==> config.mk <==
export PLATFORM = sky130hd
export DESIGN_NAME = duc_bypass_ctrl_flat
export DESIGN_NICKNAME = d
export VERILOG_FILES = /design/src/rtl/duc_bypass_ctrl_if.sv /design/src/rtl/duc_bypass_ctrl.sv /design/src/flat_wrapper.sv
export SDC_FILE = /design/constraint.sdc
export NUM_CORES = 1
export LEC_CHECK = 0
export ABC_AREA = 1
export BUFFER_PORTS_ARGS = -buffer_cell sky130_fd_sc_hd__buf_2
export CAP_MARGIN = 20
export CORE_ASPECT_RATIO = 1.4
export CORE_MARGIN = 8
export CORE_UTILIZATION = 50
export CTS_CLUSTER_DIAMETER = 100
export DETAILED_ROUTE_END_ITERATION = 10
export PLACE_DENSITY = 0.79
export SLEW_MARGIN = 5
export SYNTH_ARGS = -nofsm -noshare
export SYNTH_HDL_FRONTEND = slang
export SYNTH_SLANG_ARGS = --single-unit
==> constraint.sdc <==
create_clock -name clk -period 4.6 [get_ports clk]
set_clock_uncertainty 0.05 [all_clocks]
set_input_delay 0 -clock clk [delete_from_list [all_inputs] [get_ports clk]]
set_output_delay 0 -clock clk [all_outputs]
set_load 0.03 [all_outputs]
==> src/rtl/duc_bypass_ctrl_if.sv <==
// duc_bypass_ctrl_if: config request, upstream stream, DUC input stream and DUC output monitor taps.
// master = the controller; slave = its environment (sample source, DUC, configuration agent).
// Pure wiring bundle, no latency and no state of its own.
interface duc_bypass_ctrl_if #(
    parameter int DATA_WIDTH = 16
);
    logic [2:0]            cfg_bypass_in;
    logic                  cfg_valid_in;
    logic                  cfg_ready_out;
    logic [DATA_WIDTH-1:0] up_data_in;
    logic                  up_valid_in;
    logic                  up_ready_out;
    logic [DATA_WIDTH-1:0] duc_data_out;
    logic                  duc_valid_out;
    logic                  duc_ready_in;
    logic                  mon_valid_in;
    logic                  mon_ready_in;
    logic [2:0]            bypass_out;
    logic                  busy_out;
    logic                  err_out;

    modport master (
        input  cfg_bypass_in, cfg_valid_in, up_data_in, up_valid_in,
               duc_ready_in, mon_valid_in, mon_ready_in,
        output cfg_ready_out, up_ready_out, duc_data_out, duc_valid_out,
               bypass_out, busy_out, err_out
    );

    modport slave (
        output cfg_bypass_in, cfg_valid_in, up_data_in, up_valid_in,
               duc_ready_in, mon_valid_in, mon_ready_in,
        input  cfg_ready_out, up_ready_out, duc_data_out, duc_valid_out,
               bypass_out, busy_out, err_out
    );
endinterface

==> src/rtl/duc_bypass_ctrl.sv <==
// duc_bypass_ctrl: owns the DUC bypass word; a config request stops input, drains the DUC, waits for idle, applies.
// Latency: 0-cycle combinational passthrough in RUN; bypass changes on the edge leaving APPLY.
// Backpressure: up_ready_out mirrors duc_ready_in in RUN, forced low in every other state.
// Ports: clk/arst (async, active-high); bus = cfg req/ack, upstream in, DUC src out, DUC dst monitor,
//        bypass_out (registered), busy_out, err_out (sticky count underflow/overflow).
// Optional macro DUC_CTRL_ZERO_FLUSH_EN adds ZFLUSH: ZERO_FLUSH_SAMPLES zero beats pushed before draining.
module duc_bypass_ctrl #(
    parameter int         DATA_WIDTH         = 16,
    parameter int         CNT_WIDTH          = 12,
    parameter int         SETTLE_CYCLES      = 32,
    parameter int         ZERO_FLUSH_SAMPLES = 12,
    parameter logic [2:0] RESET_BYPASS       = 3'b000
) (
    input  logic              clk,
    input  logic              arst,
    duc_bypass_ctrl_if.master bus
);
    localparam int IDLE_W = $clog2(SETTLE_CYCLES + 1);

    // One gain-8 increment must fit beside a full counter in the CNT_WIDTH+1 sum.
    if (CNT_WIDTH < 4) begin : g_bad_cnt_width
        $error("CNT_WIDTH must be at least 4");
    end
    if (SETTLE_CYCLES < 1 || ZERO_FLUSH_SAMPLES < 1) begin : g_bad_counts
        $error("SETTLE_CYCLES and ZERO_FLUSH_SAMPLES must be at least 1");
    end

    typedef enum logic [2:0] {
        ST_RUN    = 3'd0,
        ST_DRAIN  = 3'd1,
        ST_SETTLE = 3'd2,
        ST_APPLY  = 3'd3
`ifdef DUC_CTRL_ZERO_FLUSH_EN
        , ST_ZFLUSH = 3'd4
`endif
    } state_t;

    state_t                state_q, state_d;
    logic [CNT_WIDTH-1:0]  cnt_q, cnt_d;
    logic [IDLE_W-1:0]     idle_q, idle_d;
    logic [2:0]            bypass_q, bypass_d;
    logic                  err_q, err_d;
`ifdef DUC_CTRL_ZERO_FLUSH_EN
    localparam int ZF_W = $clog2(ZERO_FLUSH_SAMPLES + 1);
    logic [ZF_W-1:0]       zf_q, zf_d;
`endif

    logic                  cfg_rdy, up_rdy, duc_vld;
    logic [DATA_WIDTH-1:0] duc_dat;
    logic                  in_beat, out_beat, dec;
    logic [1:0]            zero_bits;
    logic [CNT_WIDTH:0]    gain, sum;

    assign in_beat  = duc_vld & bus.duc_ready_in;
    assign out_beat = bus.mon_valid_in & bus.mon_ready_in;

    always_comb begin
        state_d  = state_q;
        bypass_d = bypass_q;
        idle_d   = '0;
        cfg_rdy  = 1'b0;
        up_rdy   = 1'b0;
        duc_vld  = 1'b0;
        duc_dat  = '0;
`ifdef DUC_CTRL_ZERO_FLUSH_EN
        zf_d     = zf_q;
`endif
        case (state_q)
            ST_RUN: begin
                // arst gating keeps both handshakes low while reset is held
                duc_vld = bus.up_valid_in & ~arst;
                duc_dat = bus.up_data_in;
                up_rdy  = bus.duc_ready_in & ~arst;
                if (bus.cfg_valid_in) begin
`ifdef DUC_CTRL_ZERO_FLUSH_EN
                    state_d = ST_ZFLUSH;
`else
                    state_d = ST_DRAIN;
`endif
                end
            end
`ifdef DUC_CTRL_ZERO_FLUSH_EN
            ST_ZFLUSH: begin
                duc_vld = 1'b1;
                if (bus.duc_ready_in) begin
                    if (zf_q == ZF_W'(ZERO_FLUSH_SAMPLES - 1)) begin
                        zf_d    = '0;
                        state_d = ST_DRAIN;
                    end else begin
                        zf_d = zf_q + 1'b1;
                    end
                end
            end
`endif
            ST_DRAIN: begin
                if (cnt_q == '0) state_d = ST_SETTLE;
            end
            ST_SETTLE: begin
                // any output beat restarts the idle window from zero
                if (!out_beat) begin
                    if (idle_q == IDLE_W'(SETTLE_CYCLES - 1)) state_d = ST_APPLY;
                    else                                        idle_d  = idle_q + 1'b1;
                end
            end
            ST_APPLY: begin
                cfg_rdy  = 1'b1;
                bypass_d = bus.cfg_bypass_in;
                state_d  = ST_RUN;
            end
            default: state_d = ST_RUN;
        endcase
    end

    // Outstanding DUC outputs: each accepted input yields 2^(number of active stages) outputs.
    always_comb begin
        zero_bits       = {1'b0, ~bypass_q[0]} + {1'b0, ~bypass_q[1]} + {1'b0, ~bypass_q[2]};
        gain            = '0;
        gain[zero_bits] = 1'b1;
        dec             = out_beat & (cnt_q != '0);
        sum             = {1'b0, cnt_q} + (in_beat ? gain : '0) - {{CNT_WIDTH{1'b0}}, dec};
        cnt_d           = sum[CNT_WIDTH] ? '1 : sum[CNT_WIDTH-1:0];
        err_d           = err_q | (out_beat & (cnt_q == '0)) | sum[CNT_WIDTH];
    end

    always_ff @(posedge clk or posedge arst) begin
        if (arst) begin
            state_q  <= ST_RUN;
            cnt_q    <= '0;
            idle_q   <= '0;
            bypass_q <= RESET_BYPASS;
            err_q    <= 1'b0;
`ifdef DUC_CTRL_ZERO_FLUSH_EN
            zf_q     <= '0;
`endif
        end else begin
            state_q  <= state_d;
            cnt_q    <= cnt_d;
            idle_q   <= idle_d;
            bypass_q <= bypass_d;
            err_q    <= err_d;
`ifdef DUC_CTRL_ZERO_FLUSH_EN
            zf_q     <= zf_d;
`endif
        end
    end

    assign bus.cfg_ready_out = cfg_rdy;
    assign bus.up_ready_out  = up_rdy;
    assign bus.duc_valid_out = duc_vld;
    assign bus.duc_data_out  = duc_dat;
    assign bus.bypass_out    = bypass_q;
    assign bus.busy_out      = (state_q != ST_RUN);
    assign bus.err_out       = err_q;
endmodule

==> src/flat_wrapper.sv <==
// flat-port wrapper written by rule: the top's interface ports become plain ports
module duc_bypass_ctrl_flat 
#(
    parameter int         DATA_WIDTH         = 16,
    parameter int         CNT_WIDTH          = 12,
    parameter int         SETTLE_CYCLES      = 32,
    parameter int         ZERO_FLUSH_SAMPLES = 12,
    parameter logic [2:0] RESET_BYPASS       = 3'b000
)
  (clk, arst, bus_cfg_bypass_in, bus_cfg_valid_in, bus_up_data_in, bus_up_valid_in, bus_duc_ready_in, bus_mon_valid_in, bus_mon_ready_in, bus_cfg_ready_out, bus_up_ready_out, bus_duc_data_out, bus_duc_valid_out, bus_bypass_out, bus_busy_out, bus_err_out);
  duc_bypass_ctrl_if #(.DATA_WIDTH(DATA_WIDTH)) bus_i ();
  input  logic clk;
  input  logic arst;
  input wire logic [$bits(bus_i.cfg_bypass_in)-1:0] bus_cfg_bypass_in;
  input wire logic [$bits(bus_i.cfg_valid_in)-1:0] bus_cfg_valid_in;
  input wire logic [$bits(bus_i.up_data_in)-1:0] bus_up_data_in;
  input wire logic [$bits(bus_i.up_valid_in)-1:0] bus_up_valid_in;
  input wire logic [$bits(bus_i.duc_ready_in)-1:0] bus_duc_ready_in;
  input wire logic [$bits(bus_i.mon_valid_in)-1:0] bus_mon_valid_in;
  input wire logic [$bits(bus_i.mon_ready_in)-1:0] bus_mon_ready_in;
  output wire logic [$bits(bus_i.cfg_ready_out)-1:0] bus_cfg_ready_out;
  output wire logic [$bits(bus_i.up_ready_out)-1:0] bus_up_ready_out;
  output wire logic [$bits(bus_i.duc_data_out)-1:0] bus_duc_data_out;
  output wire logic [$bits(bus_i.duc_valid_out)-1:0] bus_duc_valid_out;
  output wire logic [$bits(bus_i.bypass_out)-1:0] bus_bypass_out;
  output wire logic [$bits(bus_i.busy_out)-1:0] bus_busy_out;
  output wire logic [$bits(bus_i.err_out)-1:0] bus_err_out;
  assign bus_i.cfg_bypass_in = bus_cfg_bypass_in;
  assign bus_i.cfg_valid_in = bus_cfg_valid_in;
  assign bus_i.up_data_in = bus_up_data_in;
  assign bus_i.up_valid_in = bus_up_valid_in;
  assign bus_i.duc_ready_in = bus_duc_ready_in;
  assign bus_i.mon_valid_in = bus_mon_valid_in;
  assign bus_i.mon_ready_in = bus_mon_ready_in;
  assign bus_cfg_ready_out = bus_i.cfg_ready_out;
  assign bus_up_ready_out = bus_i.up_ready_out;
  assign bus_duc_data_out = bus_i.duc_data_out;
  assign bus_duc_valid_out = bus_i.duc_valid_out;
  assign bus_bypass_out = bus_i.bypass_out;
  assign bus_busy_out = bus_i.busy_out;
  assign bus_err_out = bus_i.err_out;
  duc_bypass_ctrl #(.DATA_WIDTH(DATA_WIDTH), .CNT_WIDTH(CNT_WIDTH), .SETTLE_CYCLES(SETTLE_CYCLES), .ZERO_FLUSH_SAMPLES(ZERO_FLUSH_SAMPLES), .RESET_BYPASS(RESET_BYPASS)) u_core (.clk(clk), .arst(arst), .bus(bus_i));
endmodule
=== After elaboration in Yosys (flattened, before gate mapping) ===
Index checks and enable logic that the tools add are counted.

* Flip-flop bits (word level): 25
* Bits of input ports: 26
* Output and inout bits: 24
* Word-level logic and storage cells: 54

* Add/subtract/negate cells: 5
* $lt $le $gt $ge: 2
* Eq/ne operators: 8
* Mux-type cells: 16
* Bitwise logic cells: 12
* Reduce and logical (&&, ||, !) cells: 6

{| class="wikitable"
|+ Operator list
! operator !! number
|-
| 6-bit 2-to-1 mux || 3
|-
| 16-bit 2-to-1 mux || 1
|-
| 12-bit by 13-bit adder with 13-bit output || 1
|-
| 13-bit by 1-bit subtractor with 13-bit output || 1
|-
| 12-bit zero test || 1
|-
| 12-bit 2-to-1 mux || 1
|-
| 3-bit 2-to-1 mux || 4
|-
| 12-bit nonzero test || 1
|-
| 3-bit one-hot mux with 3 select lines || 1
|-
| 6-bit by 1-bit adder with 6-bit output (second input constant) || 1
|-
| 1-bit AND || 6
|-
| 3-bit by 2-bit == test with 1-bit output (second input constant) || 2
|-
| 6-bit by 5-bit == test with 1-bit output (second input constant) || 1
|-
| 2-bit by 5-bit < comparator with 1-bit output (second input constant) || 1
|-
| 1-bit 2-to-1 mux || 4
|-
| 4-bit 2-to-1 mux || 1
|-
| 2-bit by 1-bit inequality test with 1-bit output (second input constant) || 2
|-
| 2-bit inequality test (second input constant) || 2
|-
| 1-bit inverter || 4
|-
| 4-bit AND reduction || 1
|-
| 3-bit by 1-bit == test with 1-bit output (second input constant) || 1
|-
| 3-bit zero test || 1
|-
| 3-bit nonzero test || 1
|-
| 1-bit by 1-bit adder with 2-bit output || 1
|-
| 5 further kinds || 6
|}

=== Depth between registers and ports, before layout ===
Gate-level depths: netlist of the first run.

* Depth after elaboration: 11
* Mapped depth: 21
* Depth with buffers taken out: 20

=== Least setup slack after synthesis of the first run ===
No wires, ideal clock.

* Path type: flip-flop to flip-flop
* Start point: reg u_core.state_q[0]
* End point: reg u_core.cnt_q[3]
* Library setup time: 0.120 ns
* Arrival: 2.992 ns
* Required time: 4.430 ns
* Slack: 1.438 ns
* Cell stages (with the launch flop): 19
* Buffers on the path: 2
* Period minus slack after synthesis: 3.162 ns
* Cells stage by stage: dfrtp_1 > inv_1 > ha_1 > buf_2 > nand2_1 > nor2_1 > nand2_1 > inv_1 > nand2_1 > ha_1 > inv_1 > fa_1 > nand3_1 > nand3_2 > nand3_1 > nand4_1 > nand2_2 > buf_6 > nand2_1

* Cells in the longest elaborated chain, start to end: 7

{| class="wikitable"
|+ RTL lines
! item !! RTL line !! source
|-
| from (decl) || duc_bypass_ctrl.sv:38 || <nowiki>state_t state_q, state_d;</nowiki>
|-
| from (signal assigned) || duc_bypass_ctrl.sv:136 || <nowiki>state_q <= state_d;</nowiki>
|-
| 3-bit zero test || duc_bypass_ctrl.sv:68 || <nowiki>case (state_q)</nowiki>
|-
| 1-bit 2-to-1 mux || duc_bypass_ctrl.sv:68 ||
|-
| via bus_duc_valid_out || flat_wrapper.sv:24 || <nowiki>output wire logic [$bits(bus_i.duc_valid_out)-1:0] bus_duc_valid_out;</nowiki>
|-
| 1-bit AND || duc_bypass_ctrl.sv:54 || <nowiki>assign in_beat = duc_vld & bus.duc_ready_in;</nowiki>
|-
| 4-bit 2-to-1 mux || duc_bypass_ctrl.sv:120 || <nowiki>sum = {1'b0, cnt_q} + (in_beat ? gain : '0) - {{CNT_WIDTH{1'b0}}, dec};</nowiki>
|-
| 12-bit by 13-bit adder with 13-bit output || duc_bypass_ctrl.sv:120 ||
|-
| 13-bit by 1-bit subtractor with 13-bit output || duc_bypass_ctrl.sv:120 ||
|-
| 12-bit 2-to-1 mux || duc_bypass_ctrl.sv:121 || <nowiki>cnt_d = sum[CNT_WIDTH] ? '1 : sum[CNT_WIDTH-1:0];</nowiki>
|-
| via u_core.cnt_d[3] || duc_bypass_ctrl.sv:39 || <nowiki>logic [CNT_WIDTH-1:0] cnt_q, cnt_d;</nowiki>
|-
| to (signal assigned) || duc_bypass_ctrl.sv:137 || <nowiki>cnt_q <= cnt_d;</nowiki>
|-
| to (decl) || duc_bypass_ctrl.sv:39 ||
|}

The timed path passes the listed nets, and every way through them passes these cells.
A chain may end at the register's enable or synchronous reset.

=== Worst setup path in the final report of the first run ===
* Start point: reg u_core.state_q[0]
* End point: reg u_core.cnt_q[2]

* Cells in the longest elaborated chain, start to end: 7

{| class="wikitable"
|+ RTL lines
! item !! RTL line
|-
| 3-bit zero test || duc_bypass_ctrl.sv:68
|-
| 1-bit 2-to-1 mux || duc_bypass_ctrl.sv:68
|-
| 1-bit AND || duc_bypass_ctrl.sv:54
|-
| 4-bit 2-to-1 mux || duc_bypass_ctrl.sv:120
|-
| 12-bit by 13-bit adder with 13-bit output || duc_bypass_ctrl.sv:120
|-
| 13-bit by 1-bit subtractor with 13-bit output || duc_bypass_ctrl.sv:120
|-
| 12-bit 2-to-1 mux || duc_bypass_ctrl.sv:121
|-
| via u_core.cnt_d[2] || duc_bypass_ctrl.sv:39
|}

The timed path passes the listed nets, and every way through them passes these cells.

==> impl_metrics.csv, run 1 <==
group,metric,value,unit
synth,ys_top_cells_by_count,"93 x nand2_1, 80 x inv_1, 25 x ha_1",
setup_path,worstPathMaxFanout,19,
clock_tree,ctsResizeCount,0,
power_and_ir_drop,clockPowerShare,9.7,%
global_route,grt_overflow,0,
cells_and_area,layout.cells.non_filler,402,
sta,setup_viol,0,
clock_tree,cts_root_buf,"clkbuf_8",
synth,syn_area_per_cell,6.73,sq um
floorplanning,die_w,70.1,um
sta,fin_tns_setup,0,ns
synth,ys_warn_count,0,
setup_path,cp_slowest_cell,"ha_1",
drt,drt-pass1-iter-count,7,
setup_path,worstPathCellList,"inv_1 -> ha_1 -> nand2_1 -> nor2_1 -> nand2_1 -> inv_1 -> nand2_1 -> ha_1 -> inv_1 -> fa_1 -> nand3_1 -> nand3_2 -> nand3_1 -> nand4_1 -> nand2_2 -> nand2_1",
global_route,grt_pass1_vias,1891,
synth,syn_nets,358,
clock_tree,cts_buffers,3,
global_route,antenna_found_initial,0,
sta,fin_crit_sh,69.9,%
sta,relSlewSlack,38.8,%
power_and_ir_drop,power.density,757,nW/um^2
setup_path,max_stage_delay,0.51,ns
sta,period_minus_slack,3.22,ns
clock_tree,clk_pin_slew_worst_paths,0.08,ns
power_and_ir_drop,p_comb_share,72.5,%
flow_run,drv_cap,0,
floorplanning,initial_core_util,51.9,%
synth,synth_edf_count,0,
synth,synth.yosys.seq_area_share,29.3,%
drt,vias,1963,
sta,rsz0062_at_grt,"no",
sta,tightestPinTransition,0.917,ns
floorplanning,fp.coreArea,3950,sq um
power_and_ir_drop,p_int,0.851,mW
synth,ys_ff_latch,24,
cells_and_area,antenna_cells,0,
setup_path,cp.required,4.69,ns
setup_path,critical_path.most_common_cell,"nand2_1",
synth,dominantRegCellSynth,"dfrtp_1",
clock_tree,ctsLongestPathBuffers,2,
clock_tree,cts_tree,"yes",
global_route,grt_pass1_wl,7.74,mm
drt,via_per_inst,4.88,
placement,dp.final_hpwl,4.05,mm
clock_tree,clock_sinks,24,
power_and_ir_drop,irDropWorstVdd,0.560,mV
sta,report.final.slew_viol_count,0,
clock_tree,clkLatencyLatePin,0.26,ns
worst_hold_path,hold_path.class,"input port to flip-flop",
synth,async_reset_ff_share,100,%
global_route,grt_max_degree,26,
floorplanning,dieArea,6440,sq um
synth,synth_cells,305,
setup_path,crit_type,"flip-flop to flip-flop",
drt,route.detailed.drc,0,
floorplanning,rows,27,
cells_and_area,syn2layout_area_growth,19.0,%
setup_path,cp-end-kind,"flip-flop",
power_and_ir_drop,switching_share,54.0,%
synth,syn-cell-area,2050,sq um
drt,wl_per_cell,11.8,um
sta,finalHoldViolations,0,
power_and_ir_drop,total_power,1.85,mW
setup_path,crit_path_start_kind,"flip-flop",
power_and_ir_drop,seqPwrFrac,17.7,%
drt,dr.first_iter.drc_count,81,
synth,synthDominantCellAreaShare,29.3,%
synth,synth_top_area_cell,"dfrtp_1",
floorplanning,die_h,91.8,um
synth,synthDistinctLibCells,22,
sta,clock.fmax,0.311,GHz
placement,place_congestion,0.872,
power_and_ir_drop,leakage,1.58,nW
setup_path,crit_arrival,3.31,ns
power_and_ir_drop,p_sw,0.998,mW
clock_tree,cts_max_level,1,
outcome,status,"complete, no violations",
global_route,globalRouteTotalUtil,14.3,%
placement,post-place-cells,394,
placement,numPortBuffers,49,
cells_and_area,drive_above_1_share,15.9,%
drt,drtAntennaViolNets,0,
cells_and_area,nets,413,
synth,synth_area_leaders,"dfrtp_1 29%, nand2_1 17%, ha_1 15%",
synth,synth_most_common_cell,"nand2_1",
floorplanning,ios,50,
drt,wl,4.75,mm
==> state kept, by name, summed over array words and instances, names as in the netlist <==
name and cells:
u_core.cnt_q 12, u_core.idle_q 6, u_core.bus.bypass_out 3, u_core.state_q 2
u_core.bus.err_out 1
==> final timing paths <==
check,start,endpoint,slack [ns],cells past startpoint
setup / recovery,u_core.state_q[0],u_core.cnt_q[2],1.38,16
hold / removal,bus_mon_ready_in,u_core.idle_q[1],0.04,4
setup reg to reg,u_core.state_q[0],u_core.cnt_q[2],1.38,16
hold reg to reg,u_core.idle_q[0],u_core.idle_q[0],0.42,1
max in group asynchronous,arst,u_core.idle_q[2],3.49,3
min in group asynchronous,arst,u_core.bus.bypass_out[1],0.45,3
==> critical path, delay by kind of cell, from the launching register on <==
family / cells / cell delay [ns]
fa+ha+maj: 3 / 1.26
simple gates: 10 / 1.10
flops: 1 / 0.42
buf+inv: 3 / 0.25
==> power groups by stage <==
stage | combinational [mW] | clock [mW] | sequential, mW
6_report | 1.34 | 0.180 | 0.328
5_1_grt | 1.51 | 0.194 | 0.336
4_1_cts | 1.34 | 0.184 | 0.328
3_5_place_dp | 1.33 | 0 | 0.331
3_3_place_gp | 1.30 | 0 | 0.330
2_1_floorplan | 1.04 | 0 | 0.346
==> metal layers <==
metal,vias to the layer above,track usage [%],routed length [um],part of all wire [%]
met5,-,0,0,0
met4,0,6.72,164,3.4
met3,16,5.93,452,9.5
met2,75,25.8,2330,49
met1,860,13.6,1810,38
li1,1012,-,-,-
==> cells by family (layout without fill, tap and decap cells) <==
kind of cell	after synthesis	count (layout)	share of synthesized area, %
AO/OA/AOI/OAI	18	18	4.70
XOR/XNOR	10	10	4.27
adder cells (fa/ha/maj)	27	27	17.2
buffers and inverters	83	137	15.6
flip-flops	24	24	29.3
AND/OR/NAND/NOR	143	143	29.0
==> stage by stage <==
stage | utilization, % | instance area, sq um | worst slack [ns] | hold slack [ns]
6_report | 61.8 | 2440 | 1.38 | 0.0450
5_1_grt | 61.8 | 2440 | 1.15 | 0.0651
4_1_cts | 61.8 | 2440 | 1.38 | 0.0449
3_5_place_dp | 59.0 | 2330 | 1.39 | 0.175
3_3_place_gp | 59.0 | 2330 | 1.52 | 0.157
2_1_floorplan | - | 2050 | 1.44 | -0.0271
==> cells in the final DEF (no fill, tap or decap), drive strengths merged, types with 4 or more instances in the layout <==
cell         Yosys  routed
ha              25      25
nand4            5       5
a21oi            9       9
xor2             6       6
nand2           95      95
buf              3      49
inv             80      80
nor2            21      21
xnor2            4       4
dfrtp           24      24
nand3           18      18
dlygate4sd3      0       4
o21ai            6       6
==> area by class of cell <==
cell class | instances | area, sq um
Multi-Input combinational cell | 198 | 1130
Sequential cell | 24 | 601
Clock buffer | 3 | 41.3
Timing Repair Buffer | 53 | 285
Clock inverter | 1 | 30.0
Tap cell | 43 | 53.8
Fill cell | 342 | 1510
Inverter | 80 | 300
==> repair_timing <==
item,CTS,global route
setup endpoints to repair,0,0
endpoints found under the hold margin,27,0
hold buffers,4,0
buffers inserted,0,0
(Power assumes the default switching activity.)
==> run 2, diff against run 1 <==
==> constraint.sdc (replaced) <==
create_clock -name clk -period 3.3 [get_ports clk]
set_clock_uncertainty 0.05 [all_clocks]
set_input_delay 0 -clock clk [delete_from_list [all_inputs] [get_ports clk]]
set_output_delay 0 -clock clk [all_outputs]
set_load 0.03 [all_outputs]
==> impl_metrics.csv, run 2 (synthesized netlist as in run 1, its figures left out) <==
group,metric,value,unit
worst_hold_path,hold_path_end,"u_core.idle_q[1]",
placement,numPortBuffers,49,
cells_and_area,largest_reg_flops,12,
cells_and_area,antenna_cells,0,
sta,report.final.slew_viol_count,0,
global_route,grt_max_degree,26,
power_and_ir_drop,power.density,1060,nW/um^2
floorplanning,fp.coreArea,3950,sq um
sta,fin_tns_setup,0,ns
sta,setup_viol,0,
setup_path,reg2regPathDepth,14,
setup_path,crit_type,"flip-flop to flip-flop",
setup_path,r2r_setup_slack,0.32,ns
cells_and_area,syn2layout_area_growth,19.8,%
drt,route.detailed.drc,0,
power_and_ir_drop,irDropWorstVdd,0.695,mV
clock_tree,cts_tree,"yes",
clock_tree,clk_pin_slew_worst_paths,0.08,ns
drt,vias,1978,
floorplanning,die_w,70.1,um
cells_and_area,nets,415,
setup_path,crit_path_start_kind,"flip-flop",
cells_and_area,top_register,"u_core.cnt_q",
clock_tree,clock_sinks,24,
global_route,antenna_found_initial,0,
setup_path,cp-end-kind,"flip-flop",
cells_and_area,mostFrequentLayoutCells,"93 x nand2_1, 80 x inv_1, 49 x buf_2",
worst_hold_path,hold_path_depth,4,
setup_path,crit_arrival,3.09,ns
drt,drtAntennaViolNets,0,
sta,rsz0062_at_grt,"no",
global_route,grt_overflow,0,
setup_path,worstReg2RegEnd,"u_core.cnt_q[0]",
sta,finalHoldViolations,0,
floorplanning,initial_core_util,51.9,%
worst_hold_path,hold_path.class,"input port to flip-flop",
setup_path,worstPathMaxFanout,13,
cells_and_area,final_common_cell,"nand2_1",
sta,tightestPinTransition,0.307,ns
global_route,globalRouteTotalUtil,15.3,%
global_route,grt_pass1_wl,8.26,mm
power_and_ir_drop,leakage,1.59,nW
floorplanning,die_h,91.8,um
sta,clock.fmax,0.335,GHz
drt,wl,4.95,mm
clock_tree,ctsLongestPathBuffers,2,
clock_tree,ctsResizeCount,0,
clock_tree,cts_buffers,3,
placement,place_congestion,0.951,
drt,wl_per_cell,12.3,um
clock_tree,clkLatencyLatePin,0.27,ns
clock_tree,cts_max_level,1,
floorplanning,ios,50,
sta,fin_crit_sh,90.4,%
placement,dp.final_hpwl,4.17,mm
floorplanning,rows,27,
cells_and_area,fillCellCount,372,
flow_run,drv_cap,0,
drt,dr.first_iter.drc_count,77,
drt,drt-pass1-iter-count,4,
sta,period_minus_slack,2.98,ns
setup_path,cp.required,3.40,ns
worst_hold_path,min_from,"bus_mon_ready_in",
cells_and_area,drive_above_1_share,16.3,%
outcome,status,"complete, no violations",
sta,relSlewSlack,79.6,%
clock_tree,cts_root_buf,"clkbuf_8",
sta,whs,0.0589,ns
setup_path,r2r_start,"u_core.bus.bypass_out[0]",
drt,via_per_inst,4.90,
global_route,grt_pass1_vias,1947,
floorplanning,dieArea,6440,sq um
[run 2: cell types whose count changed in the layout (fill, tap and decap cells not counted)]
cell / change
buf_4: +2
[run 2: through the flow]
stage	utilization [%]	area (sq um)	total power [mW]	instances	setup slack, ns
after CTS	62.2	2460	2.61	404	0.321
after detailed placement	59.4	2350	2.35	396	0.347
after global routing	62.2	2460	2.87	404	0.125
final	62.2	2460	2.61	404	0.318
after global placement	59.4	2350	2.29	396	0.448
after floorplan	-	2050	1.93	305	0.138
[run 2: where the power goes]
group	internal (mW)	switching, mW
logic	0.631	1.26
registers	0.399	0.0604
clock network	0.162	0.0963
[run 2: per-layer routing]
layer | global-route usage, % | vias to the layer above | share of wire [%]
met1 | 14.5 | 886 | 39
met3 | 5.29 | 9 | 8.1
met2 | 29.3 | 67 | 51
met4 | 5.21 | 0 | 2.0
met5 | 0 | - | 0
li1 | - | 1016 | -
[run 2: worst max-delay path: stages (launching register included)]
cell     delay (ns)
dfrtp_1        0.35
inv_1          0.07
fa_1           0.59
inv_1          0.07
nor2_1         0.09
nand2_1        0.06
ha_1           0.27
inv_1          0.07
fa_1           0.48
nand3_1        0.12
nand3_2        0.11
nand3_1        0.12
nand4_1        0.11
nand2_2        0.22
nand2_1        0.09
[run 2: cell type report]
| class | count | area (sq um) | share of cell area (%) |
|---|---|---|---|
| tap | 43 | 53.8 | 2.19 |
| sequential | 24 | 601 | 24.4 |
| timing repair buffer | 55 | 300 | 12.2 |
| multi-input combinational | 198 | 1130 | 46.0 |
| clock inverter | 1 | 30.0 | 1.22 |
| clock buffer | 3 | 41.3 | 1.68 |
| inverter | 80 | 300 | 12.2 |
[run 2: timing repair]
item	in CTS	in global routing
hold buffers	4	0
setup buffers	0	0
hold endpoints to repair	27	0
[run 2: worst max path at each step]
stage | from | end | slack (ns) | cells past startpoint
2_1_floorplan | u_core.state_q[0] | u_core.cnt_q[3] | 0.14 | 18
3_3_place_gp | u_core.bus.bypass_out[0] | u_core.cnt_q[10] | 0.45 | 14
3_5_place_dp | u_core.bus.bypass_out[0] | u_core.cnt_q[3] | 0.35 | 14
4_1_cts | u_core.bus.bypass_out[0] | u_core.cnt_q[3] | 0.32 | 14
5_1_grt | u_core.bus.bypass_out[1] | u_core.cnt_q[4] | 0.13 | 14
6_report | u_core.bus.bypass_out[0] | u_core.cnt_q[0] | 0.32 | 14
==> run 3, diff against run 2 <==
--- a/config.mk
+++ b/config.mk
@@ -11,9 +11,11 @@
 export CORE_ASPECT_RATIO = 1.4
 export CORE_MARGIN = 8
 export CORE_UTILIZATION = 50
+export CTS_BUF_LIST = sky130_fd_sc_hd__clkbuf_8
 export CTS_CLUSTER_DIAMETER = 100
 export DETAILED_ROUTE_END_ITERATION = 10
 export PLACE_DENSITY = 0.79
+export RECOVER_POWER = 50
 export SLEW_MARGIN = 5
 export SYNTH_ARGS = -nofsm -noshare
 export SYNTH_HDL_FRONTEND = slang
==> impl_metrics.csv, run 3 (synthesized netlist as in run 1, its figures left out) <==
group,metric,value,unit
sta,setup_viol,0,
cells_and_area,antenna_cells,0,
floorplanning,ios,50,
clock_tree,clkLatencyLatePin,0.27,ns
cells_and_area,mostFrequentLayoutCells,"93 x nand2_1, 80 x inv_1, 43 x buf_2",
floorplanning,die_h,91.8,um
worst_hold_path,hold_path_depth,4,
sta,rsz0062_at_grt,"no",
sta,tightestPinTransition,1.28,ns
placement,dp.final_hpwl,4.17,mm
sta,finalWorstSetupSlack,0.322,ns
setup_path,worstPathMaxFanout,13,
setup_path,max_stage_delay,0.58,ns
clock_tree,clk_pin_slew_worst_paths,0.08,ns
drt,drt-pass1-iter-count,4,
drt,drtAntennaViolNets,0,
setup_path,crit_arrival,3.08,ns
floorplanning,fp.coreArea,3950,sq um
global_route,use_met1,14.5,%
setup_path,r2r_start,"u_core.bus.bypass_out[0]",
worst_hold_path,hold_path_end,"u_core.idle_q[1]",
power_and_ir_drop,power.density,1060,nW/um^2
floorplanning,die_w,70.1,um
global_route,top_usage_layer,"met2",
setup_path,crit_path_start_kind,"flip-flop",
sta,report.final.slew_viol_count,0,
setup_path,r2r_setup_slack,0.32,ns
setup_path,crit_type,"flip-flop to flip-flop",
flow_run,drv_cap,0,
global_route,gr-usage-met3,5.29,%
setup_path,reg2regPathDepth,14,
global_route,globalRouteTotalUtil,15.3,%
setup_path,critical_path.most_common_cell,"inv_1",
setup_path,cp.required,3.40,ns
cells_and_area,final_util,61.9,%
cells_and_area,final_common_cell,"nand2_1",
sta,fin_tns_setup,0,ns
global_route,grt_pass1_vias,1947,
drt,dr.first_iter.drc_count,77,
setup_path,worstPathCellList,"inv_1 -> fa_1 -> inv_1 -> nor2_1 -> nand2_1 -> ha_1 -> inv_1 -> fa_1 -> nand3_1 -> nand3_2 -> nand3_1 -> nand4_1 -> nand2_2 -> nand2_1",
clock_tree,ctsResizeCount,0,
global_route,grt_overflow,0,
setup_path,cp_slowest_cell,"fa_1",
floorplanning,initial_core_util,51.9,%
power_and_ir_drop,leakage,1.57,nW
drt,wl,4.95,mm
cells_and_area,largest_reg_flops,12,
setup_path,worstReg2RegEnd,"u_core.cnt_q[0]",
global_route,grt_pass1_wl,8.26,mm
cells_and_area,fillCellCount,379,
setup_path,cp-end-kind,"flip-flop",
clock_tree,cts_tree,"yes",
cells_and_area,syn2layout_area_growth,19.2,%
worst_hold_path,hold_path.class,"input port to flip-flop",
clock_tree,cts_max_level,1,
cells_and_area,drive_above_1_share,14.4,%
drt,wl_per_cell,12.2,um
clock_tree,clock_sinks,24,
floorplanning,rows,27,
outcome,status,"complete, no violations",
floorplanning,dieArea,6440,sq um
cells_and_area,top_register,"u_core.cnt_q",
sta,finalHoldViolations,0,
clock_tree,cts_root_buf,"clkbuf_8",
placement,dp_slack,0.347,ns
drt,vias,1962,
cells_and_area,nets,415,
clock_tree,cts_buffers,3,
cells_and_area,seqCellArea,601,sq um
placement,place_congestion,0.951,
placement,numPortBuffers,49,
worst_hold_path,min_from,"bus_mon_ready_in",
clock_tree,cts_hold_buf,4,
clock_tree,ctsLongestPathBuffers,2,
global_route,gr-usage-met2,29.3,%
power_and_ir_drop,total_power,2.60,mW
power_and_ir_drop,irDropWorstVdd,0.691,mV
sta,clock.fmax,0.336,GHz
global_route,antenna_found_initial,0,
sta,relSlewSlack,14.8,%
clock_tree,postCtsSetupBuffers,0,
sta,fin_crit_sh,90.2,%
drt,route.detailed.drc,0,
cells_and_area,multi_input_area,1130,sq um
sta,period_minus_slack,2.98,ns
drt,via_per_inst,4.86,
global_route,grt_max_degree,26,
run 3: worst max path at each step:
stage                             startpoint                to  slack (ns)  cells past startpoint
global placement    u_core.bus.bypass_out[0]  u_core.cnt_q[10]        0.45                     14
detailed placement  u_core.bus.bypass_out[0]   u_core.cnt_q[3]        0.35                     14
finish              u_core.bus.bypass_out[0]   u_core.cnt_q[0]        0.32                     14
CTS                 u_core.bus.bypass_out[0]   u_core.cnt_q[3]        0.32                     14
floorplan                  u_core.state_q[0]   u_core.cnt_q[3]        0.14                     18
global route        u_core.bus.bypass_out[1]   u_core.cnt_q[4]        0.12                     14
run 3: critical path: cells and delay by family, from the launching register on:
kind                     cells  cell delay [ns]
adder cells (fa/ha/maj)      3             1.33
buffers and inverters        3             0.21
flip-flops                   1             0.35
AND/OR/NAND/NOR              8             0.92
run 3: layer usage:
| metal | share of wire (%) | wire length, um |
|---|---|---|
| met4 | 1.7 | 84 |
| met5 | 0 | 0 |
| met3 | 7.6 | 376 |
| met2 | 51 | 2540 |
| met1 | 39 | 1950 |
run 3: area by class of cell:
class                           instances  share of cell area [%]
Multi-Input combinational cell        198                    46.2
Sequential cell                        24                    24.6
Inverter                               80                    12.3
Timing Repair Buffer                   55                    11.8
Tap cell                               43                    2.20
Clock buffer                            3                    1.69
Clock inverter                          1                    1.23
run 3: where the power goes:
group | internal, mW | switching, mW | total [mW] | leakage [nW]
Combinational | 0.624 | 1.26 | 1.88 | 1.26
Sequential | 0.399 | 0.0607 | 0.459 | 0.273
Clock | 0.162 | 0.0962 | 0.259 | 0.0357
Total | 1.19 | 1.41 | 2.60 | 1.57
run 3: stage by stage:
| step | cell area, sq um | hold slack, ns | cells |
|---|---|---|---|
| after global routing | 2450 | 0.126 | 404 |
| final | 2450 | 0.0596 | 404 |
| after floorplan | 2050 | -0.0271 | 305 |
| after global placement | 2350 | 0.0307 | 396 |
| after CTS | 2460 | 0.0620 | 404 |
| after detailed placement | 2350 | 0.0325 | 396 |
